## src/rtl/fft_pkg.sv

```systemverilog
// Shared constants, FSM state encoding and the saturation helper for the
// FFT stage-7 butterfly.
package fft_pkg;

    localparam int DW        = 12;
    localparam int PW        = 24;
    localparam int Q7_SHIFT  = 7;
    localparam int Q7_ONE    = 1 << Q7_SHIFT;
    // The multiplier shifts its product right logically, so only the low
    // 17 bits carry a meaningful two's-complement W*Y value.
    localparam int WY_RAW_W  = 17;

    typedef enum logic [1:0] {
        ST_IDLE = 2'd0,
        ST_MUL  = 2'd1,
        ST_ADD  = 2'd2,
        ST_OUT  = 2'd3
    } state_e;

    function automatic logic signed [31:0] sat(input logic signed [31:0] value,
                                               input int width);
        logic signed [31:0] hi;
        logic signed [31:0] lo;
        hi = (32'sd1 <<< (width - 1)) - 32'sd1;
        lo = -(32'sd1 <<< (width - 1));
        if (value > hi) begin
            return hi;
        end else if (value < lo) begin
            return lo;
        end
        return value;
    endfunction

endpackage

```

## src/rtl/bf_addsub_sat.sv

```systemverilog
// One real or imaginary lane of the butterfly combine step.
// The combine adds and subtracts W*Y, halves the result and saturates it.
module bf_addsub_sat #(
    parameter int DW = fft_pkg::DW
) (
    input  logic [DW-1:0]                x_i,
    input  logic [fft_pkg::WY_RAW_W-1:0] p_i,
    output logic [DW-1:0]                top_o,
    output logic [DW-1:0]                bot_o
);
    import fft_pkg::*;

    localparam int WY_W  = DW + 1;
    localparam int SUM_W = DW + 2;

    logic signed [WY_RAW_W-1:0] wy_raw;
    logic signed [WY_W-1:0]     wy;
    logic signed [SUM_W-1:0]    x_ext;
    logic signed [SUM_W-1:0]    wy_ext;
    logic signed [SUM_W-1:0]    sum;
    logic signed [SUM_W-1:0]    dif;
    logic signed [SUM_W-1:0]    sum_sh;
    logic signed [SUM_W-1:0]    dif_sh;

    assign wy_raw = signed'(p_i);
    assign wy     = WY_W'(sat(32'(wy_raw), WY_W));

    // SUM_W leaves one guard bit, so neither X+wy nor X-wy can wrap.
    assign x_ext  = SUM_W'(signed'(x_i));
    assign wy_ext = SUM_W'(wy);
    assign sum    = x_ext + wy_ext;
    assign dif    = x_ext - wy_ext;
    assign sum_sh = sum >>> 1;
    assign dif_sh = dif >>> 1;

    assign top_o  = DW'(sat(32'(sum_sh), DW));
    assign bot_o  = DW'(sat(32'(dif_sh), DW));

endmodule

```

## src/rtl/fft_butterfly_7.sv

```systemverilog
// Stage-7 radix-2 DIT butterfly. It sequences the external complex multiplier,
// combines X with W*Y, and counts the butterflies in each frame.
module fft_butterfly_7 #(
    parameter int DW      = fft_pkg::DW,
    parameter int PW      = fft_pkg::PW,
    parameter int N_PAIRS = 256,
    parameter int CW      = 8
) (
    input  logic          clk,
    input  logic          rst_n,
    input  logic          in_valid,
    output logic          in_ready,
    input  logic [DW-1:0] x_re,
    input  logic [DW-1:0] x_im,
    input  logic [DW-1:0] y_re,
    input  logic [DW-1:0] y_im,
    input  logic [DW-1:0] w_re,
    input  logic [DW-1:0] w_im,
    output logic [DW-1:0] mult_a,
    output logic [DW-1:0] mult_b,
    output logic [DW-1:0] mult_c,
    output logic [DW-1:0] mult_d,
    output logic          mult_en,
    input  logic          mult_done,
    input  logic [PW-1:0] mult_real,
    input  logic [PW-1:0] mult_img,
    output logic          out_valid,
    input  logic          out_ready,
    output logic [DW-1:0] top_re,
    output logic [DW-1:0] top_im,
    output logic [DW-1:0] bot_re,
    output logic [DW-1:0] bot_im,
    output logic          frame_done,
    output logic [CW-1:0] bf_idx
);
    import fft_pkg::*;

    state_e                    state_q, state_d;
    logic                      in_ready_q;
    logic [DW-1:0]             x_re_q, x_im_q, y_re_q, y_im_q, w_re_q, w_im_q;
    logic [1:0][WY_RAW_W-1:0]  prod_q;
    logic [1:0][DW-1:0]        top_q, bot_q;
    logic [CW-1:0]             bf_idx_q;

    logic                      accept, mult_cap, handshake, last_pair;
    logic [1:0][DW-1:0]        lane_x, lane_top, lane_bot;
    logic                      unused_prod_hi;

    assign accept    = in_valid & in_ready_q;
    assign mult_cap  = (state_q == ST_MUL) & mult_done;
    assign handshake = (state_q == ST_OUT) & out_ready;
    assign last_pair = (bf_idx_q == CW'(N_PAIRS - 1));

    assign unused_prod_hi = ^{mult_real[PW-1:WY_RAW_W], mult_img[PW-1:WY_RAW_W]};

    always_comb begin
        state_d = state_q;
        unique case (state_q)
            ST_IDLE: if (accept)    state_d = ST_MUL;
            ST_MUL:  if (mult_done) state_d = ST_ADD;
            ST_ADD:                 state_d = ST_OUT;
            ST_OUT:  if (out_ready) state_d = ST_IDLE;
            default:                state_d = ST_IDLE;
        endcase
    end

    // in_ready is registered so it stays low throughout reset and rises on the
    // first edge after release.
    always_ff @(posedge clk or negedge rst_n) begin
        if (!rst_n) begin
            state_q    <= ST_IDLE;
            in_ready_q <= 1'b0;
            bf_idx_q   <= '0;
        end else begin
            state_q    <= state_d;
            in_ready_q <= (state_d == ST_IDLE);
            if (handshake) begin
                bf_idx_q <= last_pair ? '0 : bf_idx_q + CW'(1);
            end
        end
    end

    always_ff @(posedge clk or negedge rst_n) begin
        if (!rst_n) begin
            x_re_q <= '0;
            x_im_q <= '0;
            y_re_q <= '0;
            y_im_q <= '0;
            w_re_q <= '0;
            w_im_q <= '0;
            prod_q <= '0;
            top_q  <= '0;
            bot_q  <= '0;
        end else begin
            if (accept) begin
                x_re_q <= x_re;
                x_im_q <= x_im;
                y_re_q <= y_re;
                y_im_q <= y_im;
                w_re_q <= w_re;
                w_im_q <= w_im;
            end
            if (mult_cap) begin
                prod_q[0] <= mult_real[WY_RAW_W-1:0];
                prod_q[1] <= mult_img[WY_RAW_W-1:0];
            end
            if (state_q == ST_ADD) begin
                top_q <= lane_top;
                bot_q <= lane_bot;
            end
        end
    end

    assign lane_x[0] = x_re_q;
    assign lane_x[1] = x_im_q;

    // Lane 0 is the real lane and lane 1 is the imaginary lane.
    for (genvar gi = 0; gi < 2; gi++) begin : g_lane
        bf_addsub_sat #(
            .DW(DW)
        ) u_lane (
            .x_i   (lane_x[gi]),
            .p_i   (prod_q[gi]),
            .top_o (lane_top[gi]),
            .bot_o (lane_bot[gi])
        );
    end

    assign in_ready   = in_ready_q;
    assign mult_en    = (state_q == ST_MUL);
    assign mult_a     = y_re_q;
    assign mult_b     = y_im_q;
    assign mult_c     = w_re_q;
    assign mult_d     = w_im_q;
    assign out_valid  = (state_q == ST_OUT);
    assign top_re     = top_q[0];
    assign top_im     = top_q[1];
    assign bot_re     = bot_q[0];
    assign bot_im     = bot_q[1];
    assign frame_done = handshake & last_pair;
    assign bf_idx     = bf_idx_q;

endmodule

```

## config.mk

```make
export PLATFORM = sky130hd
export DESIGN_NAME = fft_butterfly_7
export DESIGN_NICKNAME = d
export VERILOG_FILES = /design/src/rtl/fft_pkg.sv /design/src/rtl/bf_addsub_sat.sv /design/src/rtl/fft_butterfly_7.sv
export SDC_FILE = /design/constraint.sdc
export NUM_CORES = 1
export LEC_CHECK = 0
export CORE_MARGIN = 2
export CORE_UTILIZATION = 25
export DETAILED_ROUTE_END_ITERATION = 12
export PLACE_DENSITY = 0.54
export SLEW_MARGIN = 20
export SYNTH_ARGS = -nofsm -noshare
export SYNTH_HDL_FRONTEND = slang
export SYNTH_HIERARCHICAL = 1
export SYNTH_SLANG_ARGS = --single-unit
```

## constraint.sdc

```tcl
create_clock -name clk -period 4.8 [get_ports clk]
set_clock_uncertainty 0.05 [all_clocks]
set_input_delay 0.96 -clock clk [delete_from_list [all_inputs] [get_ports clk]]
set_output_delay 0.96 -clock clk [all_outputs]
set_load 0.1 [all_outputs]
```

==> summary.md <==
| Metric | Value |
|---|---|
| Critical path class | `reg -> reg` |
| Clock tree from TritonCTS | `yes` |
| Drt drc | `0` |
| Number of global-route vias before repair | `7,673` |
| Yosys Warn Count | `6` |
| Flip-flop count of the largest register, all copies and words added | `34` |
| Number of max-cap violations | `0` |
| Maximum buffer depth of the clock tree | `2` |
| Data required time of the critical path | `5.08 ns` |
| Clock-pin transition on the worst setup and hold timing paths | `0.07 ns` |
| Asr flop ratio synth | `1.00` |
| Via total after detailed routing | `7,590` |
| Synth cell types | `84` |
| Cts hold-fix bufs | `0` |
| Antenna viol nets, final | `0` |
| Multiplexer fraction of the synthesized cell area | `0.189` |
| Data arrival time of the critical path | `4.50 ns` |
| Mapped Area | `10,100 sq um` |
| Effective utilization at floorplan | `0.254` |
| Maximum number of pins on one net before global-route repair | `90` |
| Outcome | `complete, no violations` |
| RSZ-0062 raised after global routing | `false` |
| Area grow syn2layout | `32.2%` |
| Actual slew at the worst max-slew pin | `1.12 ns` |
| Commonest non-fill, non-tap cell in the layout | `sky130_fd_sc_hd__clkdlybuf4s50_1` |
| Global placer's final weighted congestion | `0.851` |
| Boundary pin count | `233` |
| Number of standard cells after synthesis | `900` |
| DP Cell Count | `1,601` |
| Post-synthesis xor/xnor area fraction | `0.0330` |
| Total die area | `42,000 sq um` |
| Number of buffers inserted by post-CTS setup repair | `0` |
| Top_reg_cell synth | `sky130_fd_sc_hd__dfrtp_1` |
| Hold violation total from the final report | `0` |
| Share of synthesized cell area in full adder, half adder and majority cells | `0.0898` |
| Fraction of layout cells with a size suffix above 1 | `0.211` |
| Die extent in x | `205 um` |
| Post-synthesis cell type with the largest combined area | `sky130_fd_sc_hd__dfrtp_1` |
| Via-to-Cell Ratio | `4.64` |
| First-pass GRT wire length | `43,300 um` |
| Number of flops mapped to enable cells by yosys | `0` |
| TritonCTS buffer count | `17` |
| Total iterations of the first detailed-routing run | `5` |
| Synth Area in Compound Gates | `0.140` |
| Global route overflow | `0` |
| Highest-count cells in the layout ignoring fill and taps | `sky130_fd_sc_hd__clkdlybuf4s50_1 (216), sky130_fd_sc_hd__dfrtp_1 (165), sky130_fd_sc_hd__mux2_2 (122)` |
| Count of buffers from port buffering | `218` |
| Placement row count | `73` |
| HP Class | `in -> async` |
| Wire per inst | `16.6 um` |
| Final non-filler cell area | `13,300 sq um` |
| Cell Area, Placed | `12,700 sq um` |
| Count of instances resized after the clock tree is built | `0` |
| Hold WS | `0.368 ns` |
| CTS Root Cell | `sky130_fd_sc_hd__clkbuf_16` |
| Insertion delay to the later sink of the worst-skew pair | `0.45 ns` |
| Number of antenna violations at the first check in global routing | `4` |
| Combinational family with the most area after synthesis | `multiplexers` |
| Clock Sink Count | `165` |
| Final Non-Filler Cells | `1,635` |
| Post-layout minimum cycle time | `4.23 ns` |
| Startpoint class of the critical path | `flop` |
| Top-area cell type share of the netlist area | `0.409` |
| Highest fanout seen on the critical path | `16` |
| Detailed placement HPWL | `20,800 um` |
| Number of synthesized register bits | `165` |
| Setup TNS | `0 ns` |
| Simple logic cell fraction of the synthesized area | `0.0877` |
| Register bank with the most flops | `prod_q` |
| GRT Util Overall | `0.133` |
| Final Slew Violations | `0` |
| Avg Inst Size Synth | `11.2 sq um` |
| Sequential cell area fraction in the yosys report | `0.409` |
| Number of failing setup endpoints in the final timing report | `0` |
| Net count of the mapped netlist | `1,078` |
| Critical path endpoint category | `flop` |
| Number of DRC violations after detailed-routing iteration 0 | `368` |
| Largest cells by area after synthesis | `sky130_fd_sc_hd__dfrtp_1 (41%), sky130_fd_sc_hd__mux2_2 (14%), sky130_fd_sc_hd__ha_1 (6.1%)` |
| Final worst-path cycle share | `0.880` |
| Final routed wirelength across all metal layers | `27,100 um` |
| Depth of the CTS H-tree | `4` |
| Fmax | `237 MHz` |
| Floorplan core area | `39,800 sq um` |
| Chip Height | `205 um` |
| Net total in the final layout | `1,274` |
| Slew margin rel. | `0.252` |
[routing by layer]
layer | wire length, um | vias up | GRT usage | part of all wire
met5 | 44 | - | 0 | 0.0016
met4 | 404 | 6 | 0.0414 | 0.015
met3 | 1560 | 25 | 0.0390 | 0.058
met2 | 11800 | 197 | 0.197 | 0.44
met1 | 13300 | 3711 | 0.185 | 0.49
li1 | - | 3651 | - | -
[worst max-delay path, stage by stage (launching register included)]
cell	delay, ns
sky130_fd_sc_hd__dfrtp_1	0.41
sky130_fd_sc_hd__nor3_1	0.38
sky130_fd_sc_hd__a21oi_1	0.36
sky130_fd_sc_hd__o21a_1	0.30
sky130_fd_sc_hd__ha_1	0.41
sky130_fd_sc_hd__nor2b_1	0.20
sky130_fd_sc_hd__o31a_1	0.28
sky130_fd_sc_hd__or4_4	0.44
sky130_fd_sc_hd__a31o_1	0.22
sky130_fd_sc_hd__o21a_2	0.22
sky130_fd_sc_hd__maj3_2	0.32
sky130_fd_sc_hd__mux2_4	0.26
sky130_fd_sc_hd__mux2_2	0.25
[through the flow]
step           utilization  setup slack (ns)
2_1_floorplan            -              1.03
3_3_place_gp         0.318             0.655
3_5_place_dp         0.318             0.598
4_1_cts              0.334             0.555
5_1_grt              0.335             0.246
6_report             0.335             0.574
[final cells by class]
| cell class | count | area [sq um] |
|---|---|---|
| clock inverters | 11 | 173 |
| well taps | 525 | 657 |
| inverters | 52 | 195 |
| repair buffers | 226 | 2270 |
| diodes | 1 | 2.50 |
| flip-flops and latches | 165 | 4130 |
| multi-input cells | 634 | 5460 |
| clock buffers | 21 | 460 |
| fillers | 4093 | 26500 |
[cell usage after synthesis (21+ instances only)]
cell type	instances
sky130_fd_sc_hd__xnor2_1	35
sky130_fd_sc_hd__o21ai_0	35
sky130_fd_sc_hd__dfrtp_1	165
sky130_fd_sc_hd__o21a_1	25
sky130_fd_sc_hd__mux2_4	32
sky130_fd_sc_hd__nor2_1	40
sky130_fd_sc_hd__clkbuf_1	21
sky130_fd_sc_hd__ha_1	49
sky130_fd_sc_hd__a21oi_1	50
sky130_fd_sc_hd__nand2_1	22
sky130_fd_sc_hd__inv_1	52
sky130_fd_sc_hd__mux2_2	122
[cells by family (layout without fill, tap and decap cells)]
kind of cell    after synthesis  after routing
other cells                   0              1
compound gates              207            207
mux                         159            159
flops                       165            165
xor+xnor                     38             38
buf+inv                     101            310
fa+ha+maj                    73             73
simple gates                157            157
[worst paths after layout]
check                           depth (start not counted)  slack (ns)                   start                     end
worst max-delay path                                   12        0.57  prod_q[15]$_DFFE_PN0P_   top_re[6]$_DFFE_PN0N_
worst min-delay path                                    1        0.37                   rst_n  top_im[11]$_DFFE_PN0N_
worst max register to register                         12        0.57  prod_q[15]$_DFFE_PN0P_   top_re[6]$_DFFE_PN0N_
worst min register to register                          1        0.45   top_re[7]$_DFFE_PN0N_   top_re[7]$_DFFE_PN0N_
max in group asynchronous                               2        3.48                   rst_n   mult_c[9]$_DFFE_PN0P_
min in group clk                                        1        0.45   top_re[7]$_DFFE_PN0N_   top_re[7]$_DFFE_PN0N_
Power is left out: the tool's default activity adds up to more than one toggle a clock period on the data nets, which glitch-free logic cannot reach.
